**config.mk**
```make
export PLATFORM = sky130hd
export DESIGN_NAME = wbdbgbus_wb_arbiter
export DESIGN_NICKNAME = d
export VERILOG_FILES = /design/src/rtl/wbdbgbus_wb_arbiter.sv
export SDC_FILE = /design/constraint.sdc
export NUM_CORES = 1
export LEC_CHECK = 0
export ABC_AREA = 1
export CAP_MARGIN = 10
export CORE_AREA = 2 2 120 122
export DETAILED_ROUTE_END_ITERATION = 10
export DIE_AREA = 0 0 122 124
export DONT_BUFFER_PORTS = 1
export SYNTH_ARGS = -nofsm -noshare
export SYNTH_HDL_FRONTEND = slang
export SYNTH_SLANG_ARGS = --single-unit
```
**constraint.sdc**
```tcl
create_clock -name i_clk -period 5.6 [get_ports i_clk]
set_clock_uncertainty 0.2 [all_clocks]
set_input_delay 0.84 -clock i_clk [delete_from_list [all_inputs] [get_ports i_clk]]
set_output_delay 0.84 -clock i_clk [all_outputs]
set_load 0.03 [all_outputs]
```
**src/rtl/wbdbgbus_wb_arbiter.sv**
```systemverilog
// Two-master Wishbone pipelined arbiter: m0 is the debug bus, m1 the CPU.
// Tracks outstanding requests and aborts the owner with an err pulse on slave timeout.
module wbdbgbus_wb_arbiter #(
    parameter int unsigned TIMEOUT_CLKS = 1024,
    parameter int unsigned ROUND_ROBIN  = 0
) (
    input  logic        i_clk,
    input  logic        i_rst,

    input  logic        i_m0_cyc,
    input  logic        i_m0_stb,
    input  logic        i_m0_we,
    input  logic [31:0] i_m0_addr,
    input  logic [31:0] i_m0_data,
    output logic        o_m0_ack,
    output logic        o_m0_err,
    output logic        o_m0_stall,
    output logic [31:0] o_m0_data,

    input  logic        i_m1_cyc,
    input  logic        i_m1_stb,
    input  logic        i_m1_we,
    input  logic [31:0] i_m1_addr,
    input  logic [31:0] i_m1_data,
    output logic        o_m1_ack,
    output logic        o_m1_err,
    output logic        o_m1_stall,
    output logic [31:0] o_m1_data,

    output logic        o_wb_cyc,
    output logic        o_wb_stb,
    output logic        o_wb_we,
    output logic [31:0] o_wb_addr,
    output logic [31:0] o_wb_data,
    input  logic        i_wb_ack,
    input  logic        i_wb_err,
    input  logic        i_wb_stall,
    input  logic [31:0] i_wb_data
);

    localparam int unsigned TW = $clog2(TIMEOUT_CLKS + 1);
    localparam logic [TW-1:0] TIMEOUT_RELOAD = TW'(TIMEOUT_CLKS);

    localparam logic [1:0] IDLE = 2'd0;
    localparam logic [1:0] GNT0 = 2'd1;
    localparam logic [1:0] GNT1 = 2'd2;

    logic [1:0]    state_q, state_d;
    logic          last_q, last_d;          // 1: m1 was granted most recently
    logic [7:0]    outstanding_q, outstanding_d;
    logic [TW-1:0] timeout_q, timeout_d;
    logic          abort_q, abort_d;

    logic own0, own1;
    logic accept, resp, grant_change;

    always_comb begin
        state_d = state_q;
        case (state_q)
            IDLE: begin
                if (i_m0_cyc && i_m1_cyc) begin
                    state_d = (ROUND_ROBIN != 0 && !last_q) ? GNT1 : GNT0;
                end else if (i_m0_cyc) begin
                    state_d = GNT0;
                end else if (i_m1_cyc) begin
                    state_d = GNT1;
                end
            end
            GNT0: begin
                if (!i_m0_cyc) state_d = i_m1_cyc ? GNT1 : IDLE;
            end
            GNT1: begin
                if (!i_m1_cyc) state_d = i_m0_cyc ? GNT0 : IDLE;
            end
            default: state_d = IDLE;
        endcase
    end

    always_comb begin
        last_d = last_q;
        if (state_d == GNT0) begin
            last_d = 1'b0;
        end else if (state_d == GNT1) begin
            last_d = 1'b1;
        end
    end

    // During the abort cycle the owner is cut off from the slave entirely.
    assign own0 = (state_q == GNT0) && !abort_q;
    assign own1 = (state_q == GNT1) && !abort_q;

    assign accept       = o_wb_stb && !i_wb_stall;
    assign resp         = (own0 || own1) && (i_wb_ack || i_wb_err);
    assign grant_change = (state_d != state_q);

    assign abort_d = !grant_change && !abort_q && (outstanding_q != 8'd0) &&
                     (timeout_q == TW'(1));

    always_comb begin
        outstanding_d = outstanding_q;
        if (grant_change || abort_d) begin
            outstanding_d = 8'd0;
        end else if (accept && !resp) begin
            if (outstanding_q != 8'hff) outstanding_d = outstanding_q + 8'd1;
        end else if (resp && !accept) begin
            if (outstanding_q != 8'd0) outstanding_d = outstanding_q - 8'd1;
        end
    end

    always_comb begin
        timeout_d = timeout_q;
        if (grant_change || abort_d || resp || (outstanding_q == 8'd0)) begin
            timeout_d = TIMEOUT_RELOAD;
        end else if (timeout_q != '0) begin
            timeout_d = timeout_q - TW'(1);
        end
    end

    always_ff @(posedge i_clk or posedge i_rst) begin
        if (i_rst) begin
            state_q       <= IDLE;
            last_q        <= 1'b1;
            outstanding_q <= 8'd0;
            timeout_q     <= TIMEOUT_RELOAD;
            abort_q       <= 1'b0;
        end else begin
            state_q       <= state_d;
            last_q        <= last_d;
            outstanding_q <= outstanding_d;
            timeout_q     <= timeout_d;
            abort_q       <= abort_d;
        end
    end

    always_comb begin
        o_wb_cyc   = 1'b0;
        o_wb_stb   = 1'b0;
        o_wb_we    = 1'b0;
        o_wb_addr  = 32'd0;
        o_wb_data  = 32'd0;
        o_m0_ack   = 1'b0;
        o_m0_err   = 1'b0;
        o_m0_stall = 1'b1;
        o_m0_data  = 32'd0;
        o_m1_ack   = 1'b0;
        o_m1_err   = 1'b0;
        o_m1_stall = 1'b1;
        o_m1_data  = 32'd0;
        if (own0) begin
            o_wb_cyc   = i_m0_cyc;
            o_wb_stb   = i_m0_stb;
            o_wb_we    = i_m0_we;
            o_wb_addr  = i_m0_addr;
            o_wb_data  = i_m0_data;
            o_m0_ack   = i_wb_ack;
            o_m0_err   = i_wb_err;
            o_m0_stall = i_wb_stall;
            o_m0_data  = i_wb_data;
        end else if (own1) begin
            o_wb_cyc   = i_m1_cyc;
            o_wb_stb   = i_m1_stb;
            o_wb_we    = i_m1_we;
            o_wb_addr  = i_m1_addr;
            o_wb_data  = i_m1_data;
            o_m1_ack   = i_wb_ack;
            o_m1_err   = i_wb_err;
            o_m1_stall = i_wb_stall;
            o_m1_data  = i_wb_data;
        end
        if (abort_q && (state_q == GNT0)) o_m0_err = 1'b1;
        if (abort_q && (state_q == GNT1)) o_m1_err = 1'b1;
    end

endmodule

```
Word level (Yosys, flattened, before mapping)

Index checks and enable logic that the tools add are counted.
Widths: inputs -> output; s select.

Register bits after elaboration: 22
Output and inout bits: 137

Add/sub/neg operators: 3
Eq/ne operators: 6
Mux-type cells: 39
Reductions and logical operators: 30

Operators with widths:

| cell                  | count |
|---|---|
| $mux 32               | 7 |
| $mux 8                | 5 |
| $mux 11               | 2 |
| $mux 1                | 18 |
| $logic_and 1x1->1     | 12 |
| $mux 2                | 6 |
| $eq 11x1->1 const B   | 1 |
| $reduce_bool 11->1    | 1 |
| $sub 11x1->11 const B | 1 |
| $add 8x1->8 const B   | 1 |
| $logic_not 8->1       | 1 |
| $ne 8x8->1 const B    | 1 |
| $reduce_bool 8->1     | 1 |
| $sub 8x1->8 const B   | 1 |
| $pmux 2 s3            | 1 |
| $reduce_bool 3->1     | 2 |
| $logic_not 1->1       | 5 |
| $logic_or 1x1->1      | 5 |
| $ne 3x2->1 const B    | 1 |
| $reduce_and 3->1      | 1 |
| $eq 2x1->1 const B    | 1 |
| $eq 2x2->1 const B    | 1 |
| $logic_not 2->1       | 1 |
| $ne 2x2->1            | 1 |
| $reduce_bool 2->1     | 1 |

Depth between registers and ports, before layout

Gate-level depths: netlist of the first run.

Depth after elaboration: 13
Depth in mapped cells: 14
Gate-level depth less buffers: 14

Least setup slack after synthesis of the first run

OpenSTA, ideal clock, no wires.

Path kind: input to register
Start point: in i_m0_stb
End point: reg outstanding_q[7]
Data arrival time: 2442 ps
Slack: 2840 ps
Stages on the path: 10
Cell sequence: nand4_1 > nand2_2 > nand3_1 > ha_1 > a21oi_1 > nand2_1 > a21oi_1 > nand3_1 > nand3_1 > nand2_1

Longest elaborated chain between the ends: 6
Elaborated cells between the ends (all ways): 11
Those cells by class: eq/ne: 1; mux: 3; reduce/logical: 7

RTL lines:

| element                     | RTL line | text |
|---|---|---|
| start, declared             | 11       | `input logic i_m0_stb,` |
| $mux 1 *                    | 149      | `if (own0) begin` |
| via o_wb_stb                | 31       | `output logic o_wb_stb,` |
| $logic_and 1x1->1 *         | 92       | `assign accept = o_wb_stb && !i_wb_stall;` |
| $logic_not 1->1             | 105      | `end else if (resp && !accept) begin` |
| $logic_and 1x1->1           | 105      |  |
| $reduce_bool 3->1 (no line) | --       |  |
| $reduce_and 3->1 (no line)  | --       |  |
| end signal, assigned        | 129      | `outstanding_q <= outstanding_d;` |
| end, declared               | 50       | `logic [7:0] outstanding_q, outstanding_d;` |

Mark *: on every way through the listed nets, which the timed path passes. The rest lies on a longest branch.
A chain may end at the register's enable or synchronous reset.

Final worst setup path of the first run

Start point: reg state_q[0]
End point: out o_wb_addr[24]

Longest elaborated chain between the ends: 4
Elaborated cells between the ends (all ways): 6
Those cells by class: eq/ne: 2; mux: 2; reduce/logical: 2

RTL lines:

| element                | RTL line | text |
|---|---|---|
| start, declared        | 48       | `logic [1:0] state_q, state_d;` |
| start signal, assigned | 127      | `state_q <= state_d;` |
| $eq 2x2->1             | 90       | `assign own1 = (state_q == GNT1) && !abort_q;` |
| $logic_and 1x1->1      | 90       |  |
| $mux 32                | 159      | `end else if (own1) begin` |
| $mux 32 *              | 149      |  |
| end, declared          | 33       | `output logic [31:0] o_wb_addr,` |

Every way passes the cells marked *; elsewhere a longest branch is shown, timed or not.

==> impl_metrics.yaml, run 1 <==
die:
  i_o_pin_total: 308
  rows: 43
  core_area_sq_um: 13700
  die_y_um: 124
  dieArea_sq_um: 15100
  width_of_the_die_um: 122
  floorplan.initialDensity_pct: 18.8
logic_synthesis:
  synth_top_cell_area_share_pct: 22.0
  synthArstFlopShare_pct: 100
  largest_cells_by_area_after_synthesis: "sky130_fd_sc_hd__a22o_1 (22%), sky130_fd_sc_hd__dfrtp_1 (20%), sky130_fd_sc_hd__nor2_1 (12%)"
  synth.yosys.seq_area_share_pct: 21.4
  netlist-cell-type-count: 33
  yosys_warnings: 0
  syn_area_sq_um: 2580
  synth_enable_flop_cells: 0
  number_of_instances_in_the_synthesized_netlist: 392
  syn_area_per_cell_sq_um: 6.59
  predominant_post_synthesis_flop_cell: "sky130_fd_sc_hd__dfrtp_1"
  netlist.top_cell.by_area: "sky130_fd_sc_hd__a22o_1"
  postSynthNetCount: 572
  synth.ff_latch_count: 22
critical_path:
  timing.rr.end: "outstanding_q[7]"
  r2r-start: "state_q[0]"
  crit_required_ns: 4.56
  register_to_register_setup_slack_ns: 2.32
  worst_path_max_delay_cell: "sky130_fd_sc_hd__inv_2"
  critPathKind: "register to output pin"
  critical_path.cell_chain: "nand3_2 > inv_2 > a22o_1"
  critical_path.max_stage_delay_ns: 1.06
  timing.critical_path.buf_inv: 1
  path_delay_family: "buffers and inverters"
  critical_path.endpoint_type: "output pin"
  cp.arrival_ns: 3.11
  timing.critical_path.from_type: "register"
  critical_path.max_fanout: 66
  reg2regPathDepth: 11
finish:
  n_antenna_cell: 0
  filler_cell_count: 1527
  final_net_count: 556
  area_growth_syn_to_layout_pct: 9.06
  final_cell_mix: "sky130_fd_sc_hd__nor2_1 (84), sky130_fd_sc_hd__a22o_1 (65), sky130_fd_sc_hd__inv_1 (58)"
  drive_above_1_share_pct: 7.20
  mostFrequentLayoutCell: "sky130_fd_sc_hd__nor2_1"
  ff_latch_area_sq_um: 552
  multiInputGateArea_sq_um: 1690
  fin_area_sq_um: 2820
grt:
  grt.overflow.total: 0
  largest_net_degree_at_the_start_of_global_routing: 68
  antenna_found_initial: 1
  number_of_global_route_vias_before_repair: 2361
  grt_first_pass_wirelength_mm: 16.6
  grtUsageTotal_pct: 15.6
routing:
  detail_route.first_pass.iterations: 5
  routed-via-count: 2845
  routed_wirelength_mm: 13.6
  drt.antenna.violating_nets: 0
  drcViolationCount: 0
  vias_per_std_cell: 5.13
  drt_first_iter_violations: 276
  wl_per_cell_um: 24.4
clock_tree:
  cts_tree: "built"
  cts-root-to-sink-buffers: 2
  root_buffer: "sky130_fd_sc_hd__clkbuf_16"
  cts.repair_timing.setup_buffer_count: 0
  hold_buffers: 0
  clkSlewWorstSetupHoldPaths_ns: 0.06
  postCtsResizedCells: 0
  htreeDepth: 1
  cts_made_buffers: 3
  insertion_delay_ns: 0.26
  numClockSinks: 22
sta:
  fmax_mhz: 241
  min_period_over_period_pct: 74.0
  number_of_pins_exceeding_their_max_slew_limit_in_the_final_report: 0
  final.setup.tns_ns: 0
  worstMarginPinSlew_ns: 1.10
  finalSetupViolations: 0
  unrepaired_setup_endpoints_after_global_routing: "false"
  final_period_minus_worst_setup_slack_ns: 4.15
  timing.final.hold_violations: 0
  slew_headroom_pct: 26.6
pwr:
  power_leakage_nw: 1.40
  worst_ir_drop_vdd_uv: 207
  powerDensity_nw_per_um2: 483
  report.power.total_mw: 1.36
hold_path:
  worstHoldStart: "timeout_q[10]"
  timing.hold.worst_endpoint: "timeout_q[10]"
  hold-path-cell-count: 2
  hold_class: "register to register"
run:
  cap_violations: 0
placement:
  io_buffer_count: 0
  post_dp_hpwl_mm: 11.5
  placed_area_sq_um: 2710
  globalplace.congestion: 0.882
run_status:
  run_status: "completed"
==> Yosys cell counts (2+ instances only) <==
| cell type | count |
|---|---|
| sky130_fd_sc_hd__xor2_1 | 6 |
| sky130_fd_sc_hd__nor2_1 | 84 |
| sky130_fd_sc_hd__o31ai_1 | 2 |
| sky130_fd_sc_hd__a22o_1 | 65 |
| sky130_fd_sc_hd__a21oi_1 | 12 |
| sky130_fd_sc_hd__a211oi_1 | 3 |
| sky130_fd_sc_hd__xnor2_1 | 3 |
| sky130_fd_sc_hd__dfrtp_1 | 21 |
| sky130_fd_sc_hd__o21ai_0 | 5 |
| sky130_fd_sc_hd__o211ai_1 | 4 |
| sky130_fd_sc_hd__nor3_1 | 5 |
| sky130_fd_sc_hd__nand3_2 | 3 |
| sky130_fd_sc_hd__nor2_4 | 2 |
| sky130_fd_sc_hd__nand2_2 | 5 |
| sky130_fd_sc_hd__nand2_1 | 46 |
| sky130_fd_sc_hd__buf_2 | 11 |
| sky130_fd_sc_hd__nand3_1 | 9 |
| sky130_fd_sc_hd__clkbuf_1 | 9 |
| sky130_fd_sc_hd__ha_1 | 8 |
| sky130_fd_sc_hd__nand4_1 | 6 |
| sky130_fd_sc_hd__o21ai_1 | 7 |
| sky130_fd_sc_hd__inv_2 | 8 |
| sky130_fd_sc_hd__inv_1 | 58 |
==> cell type report <==
| type | instances | area share (%) |
|---|---|---|
| clock buffers | 3 | 2.66 |
| clock inverters | 1 | 1.07 |
| inverters | 66 | 8.79 |
| multi-input cells | 283 | 59.9 |
| flip-flops and latches | 22 | 19.6 |
| well taps | 180 | 7.99 |
==> cells by family (layout without fill, tap and decap cells) <==
kind of cell	after synthesis	after routing	synth area share (%)
flip-flops	22	22	21.4
AO/OA/AOI/OAI	101	101	30.2
adder cells (fa/ha/maj)	9	9	4.65
AND/OR/NAND/NOR	164	164	27.5
buffers and inverters	87	70	13.3
XOR/XNOR	9	9	3.05
==> power breakdown <==
group | switching, mW | internal (mW) | leakage, nW
Combinational | 0.609 | 0.267 | 1.05
Clock | 0.0637 | 0.142 | 0.0511
Sequential | 0.0581 | 0.219 | 0.292
Total | 0.731 | 0.629 | 1.40
==> layer usage <==
metal | wire [um] | global-route usage (%) | share of wire [%]
met3 | 1530 | 5.59 | 11
met5 | 0 | 0 | 0
met2 | 6410 | 24.8 | 47
met4 | 208 | 3.09 | 1.5
met1 | 5420 | 20.6 | 40
==> tightest hold or removal path: cells and delay by family, from the launching register on <==
kind	cells	cell delay, ns
AOI/OAI and AO/OA	1	0.06
DFF	1	0.37
and+or+nand+nor	1	0.05
==> metrics by stage <==
stage | std cells | util [%] | hold WS [ns] | setup WS (ns)
2_1_floorplan | 392 | - | 0.249 | 2.84
3_3_place_gp | 551 | 19.8 | 0.262 | 1.76
3_5_place_dp | 551 | 19.8 | 0.265 | 1.71
4_1_cts | 555 | 20.5 | 0.282 | 1.42
5_1_grt | 555 | 20.5 | 0.304 | 1.17
6_report | 555 | 20.5 | 0.280 | 1.45
==> how the worst max path moves through the flow <==
stage                          start  slack [ns]          endpoint  depth (start not counted)
final                     state_q[0]        1.45     o_wb_addr[24]                          3
after global routing      state_q[0]        1.17     o_wb_addr[26]                          3
after CTS                 state_q[0]        1.42     o_wb_addr[26]                          3
after detailed placement  state_q[0]        1.71     o_wb_addr[26]                          3
after global placement    state_q[0]        1.76     o_wb_addr[26]                          3
after floorplan             i_m0_stb        2.84  outstanding_q[7]                         10
==> registers in the layout, summed over array words and instances (netlist names) <==
name / cells
abort_q: 1
outstanding_q: 8
state_q: 2
timeout_q: 11
(Power assumes the default switching activity.)
==> inputs of run 2 (changes only) <==
Settings changed: ABC_AREA 1 to 0, CORE_AREA 2 2 120 122 to 2 2 118 120, DIE_AREA 0 0 122 124 to 0 0 120 122.
Clock period 5.6 ns to 4.1 ns, I/O delays scaled along.
==> impl_metrics.yaml, run 2 <==
run_status:
  run_status: "completed"
run:
  cap_violations: 0
clock_tree:
  hold_buffers: 0
  cts-root-to-sink-buffers: 2
  clkSlewWorstSetupHoldPaths_ns: 0.06
  cts_tree: "built"
  insertion_delay_ns: 0.26
  cts_made_buffers: 3
  postCtsResizedCells: 0
  htreeDepth: 1
  root_buffer: "sky130_fd_sc_hd__clkbuf_16"
  numClockSinks: 22
  cts.repair_timing.setup_buffer_count: 0
critical_path:
  critical_path.endpoint_type: "output pin"
  critical_path.max_fanout: 99
  path_delay_family: "buffers and inverters"
  critical_path.cell_chain: "nand2b_1 > nor2_4 > buf_4 > a22o_1"
  crit_required_ns: 3.28
  cp.arrival_ns: 2.48
  critPathKind: "register to output pin"
  critical_path.max_stage_delay_ns: 0.65
  worst_path_max_delay_cell: "sky130_fd_sc_hd__buf_4"
  timing.critical_path.from_type: "register"
  timing.critical_path.buf_inv: 1
die:
  width_of_the_die_um: 120
  floorplan.initialDensity_pct: 19.4
  rows: 43
  die_y_um: 122
  i_o_pin_total: 308
  core_area_sq_um: 13500
  dieArea_sq_um: 14600
pwr:
  intPower_uw: 778
  power_leakage_nw: 1.16
  p_seq_share_pct: 20.8
  net_switching_share_of_the_total_power_pct: 51.7
  worst_ir_drop_vdd_uv: 234
  p_comb_share_pct: 66.4
  powerDensity_nw_per_um2: 566
  netSwitchingPower_uw: 833
  report.power.total_mw: 1.61
  power.share.clock_pct: 12.8
routing:
  drt.antenna.violating_nets: 0
  routed_wirelength_mm: 13.1
  wl_per_cell_um: 26.6
  routed-via-count: 2642
  drt_first_iter_violations: 189
  drcViolationCount: 0
  detail_route.first_pass.iterations: 4
  vias_per_std_cell: 5.36
logic_synthesis:
  syn_area_sq_um: 2610
  synth_xor_xnor_area_share_pct: 3.02
  synth.ff_latch_count: 22
  syn_area_per_cell_sq_um: 7.87
  netlist.top_cell.by_area: "sky130_fd_sc_hd__a22o_1"
  yosys_warnings: 0
  synth_top_cell_area_share_pct: 22.5
  synth.yosys.seq_area_share_pct: 21.1
  number_of_instances_in_the_synthesized_netlist: 332
  ys_top_cells_by_count: "sky130_fd_sc_hd__a22o_1 (67), sky130_fd_sc_hd__and2_1 (67), sky130_fd_sc_hd__nor2_1 (25), sky130_fd_sc_hd__clkbuf_1 (21), sky130_fd_sc_hd__dfrtp_1 (21)"
  predominant_post_synthesis_flop_cell: "sky130_fd_sc_hd__dfrtp_1"
  synthMuxAreaShare_pct: 1.68
  synth_enable_flop_cells: 0
  postSynthNetCount: 512
  netlist-cell-type-count: 44
  synthArstFlopShare_pct: 100
  largest_family_of_logic_cells_by_synthesized_area: "compound AO/OA/AOI/OAI gates"
  synth_simple_gate_area_share_pct: 31.9
  largest_cells_by_area_after_synthesis: "sky130_fd_sc_hd__a22o_1 (22%), sky130_fd_sc_hd__dfrtp_1 (20%), sky130_fd_sc_hd__and2_1 (16%)"
  synth_fa_ha_area_share_pct: 4.60
  area_fraction_in_compound_gates_after_synthesis_pct: 32.1
grt:
  number_of_global_route_vias_before_repair: 2360
  largest_net_degree_at_the_start_of_global_routing: 101
  antenna_found_initial: 1
  grt.overflow.total: 0
  grt_first_pass_wirelength_mm: 16.0
  grtUsageTotal_pct: 15.7
placement:
  io_buffer_count: 0
  globalplace.congestion: 1.08
  placed_area_sq_um: 2770
  post_dp_hpwl_mm: 11.3
sta:
  fmax_mhz: 304
  unrepaired_setup_endpoints_after_global_routing: "false"
  final.setup.tns_ns: 0
  slew_headroom_pct: 42.1
  fin_worst_hold_slack_ns: 0.207
  finalSetupViolations: 0
  timing.final.hold_violations: 0
  final_period_minus_worst_setup_slack_ns: 3.29
  worstMarginPinSlew_ns: 0.868
  min_period_over_period_pct: 80.3
  number_of_pins_exceeding_their_max_slew_limit_in_the_final_report: 0
finish:
  n_antenna_cell: 0
  final_net_count: 494
  final_cell_mix: "sky130_fd_sc_hd__and2_1 (67), sky130_fd_sc_hd__a22o_1 (67), sky130_fd_sc_hd__nor2_1 (23)"
  fin_area_sq_um: 2850
  largest_register_ff_count: 11
  largest-register: "timeout_q"
  area_growth_syn_to_layout_pct: 8.90
  drive_above_1_share_pct: 5.11
  top_regs: "timeout_q: 11 flops, outstanding_q: 8 flops, state_q: 2 flops"
hold_path:
  hold_class: "primary input to async pin"
run 2: cell types whose count changed after synthesis, sizes merged, moves of 4 or more:
cell	change
nor3	+5
or3	+9
nand2	-48
buf	-8
and2	+67
o21ai	-4
clkbuf	+12
inv	-54
nor2b	+4
o211ai	-4
nand3	-5
nor2	-62
nand4	-4
run 2: routing by layer:
metal	global-route usage [%]	part of all wire, %
met2	18.8	37
met4	2.21	0.94
met1	20.9	42
met5	0	0.091
met3	13.6	20
run 2: metrics by stage:
step	utilization, %	cells	setup WS (ns)
after CTS	21.1	493	0.816
after floorplan	-	332	0.992
final	21.1	493	0.808
after global routing	21.1	493	0.567
after global placement	20.5	489	0.835
after detailed placement	20.5	489	0.818
run 2: area by class of cell:
class,instances,area [sq um]
fill,1484,10700
multi-input combinational,273,1930
sequential,22,552
tap,180,225
clock buffer,4,78.8
inverter,12,45.0
timing repair buffer,2,15.0
run 2: path summary, 6_finish.rpt:
kind	startpoint	end	slack, ns	cells past startpoint
worst max-delay path	state_q[1]	o_wb_addr[8]	0.81	4
worst min register to register	timeout_q[10]	timeout_q[10]	0.31	1
worst min-delay path	i_rst	timeout_q[6]	0.21	1
min in group i_clk	i_m1_cyc	state_q[1]	0.27	2
worst max register to register	state_q[1]	outstanding_q[7]	0.84	9
max in group asynchronous	i_rst	outstanding_q[1]	2.98	1
run 2: cells by family after synthesis:
logic type / after synthesis
and+or+nand+nor: 145
AOI/OAI and AO/OA: 106
buffers and inverters: 37
adders and majority gates: 9
muxes: 4
DFF: 22
xor gates and xnor gates: 9
run 2: power by group through the flow:
stage                     Sequential (mW)  Clock (mW)  Combinational (mW)
final                               0.335       0.207                1.07
after global routing                0.341       0.225                1.18
after CTS                           0.334       0.214                1.07
after detailed placement            0.337           0                1.07
after global placement              0.336           0                1.05
after floorplan                     0.321           0               0.891
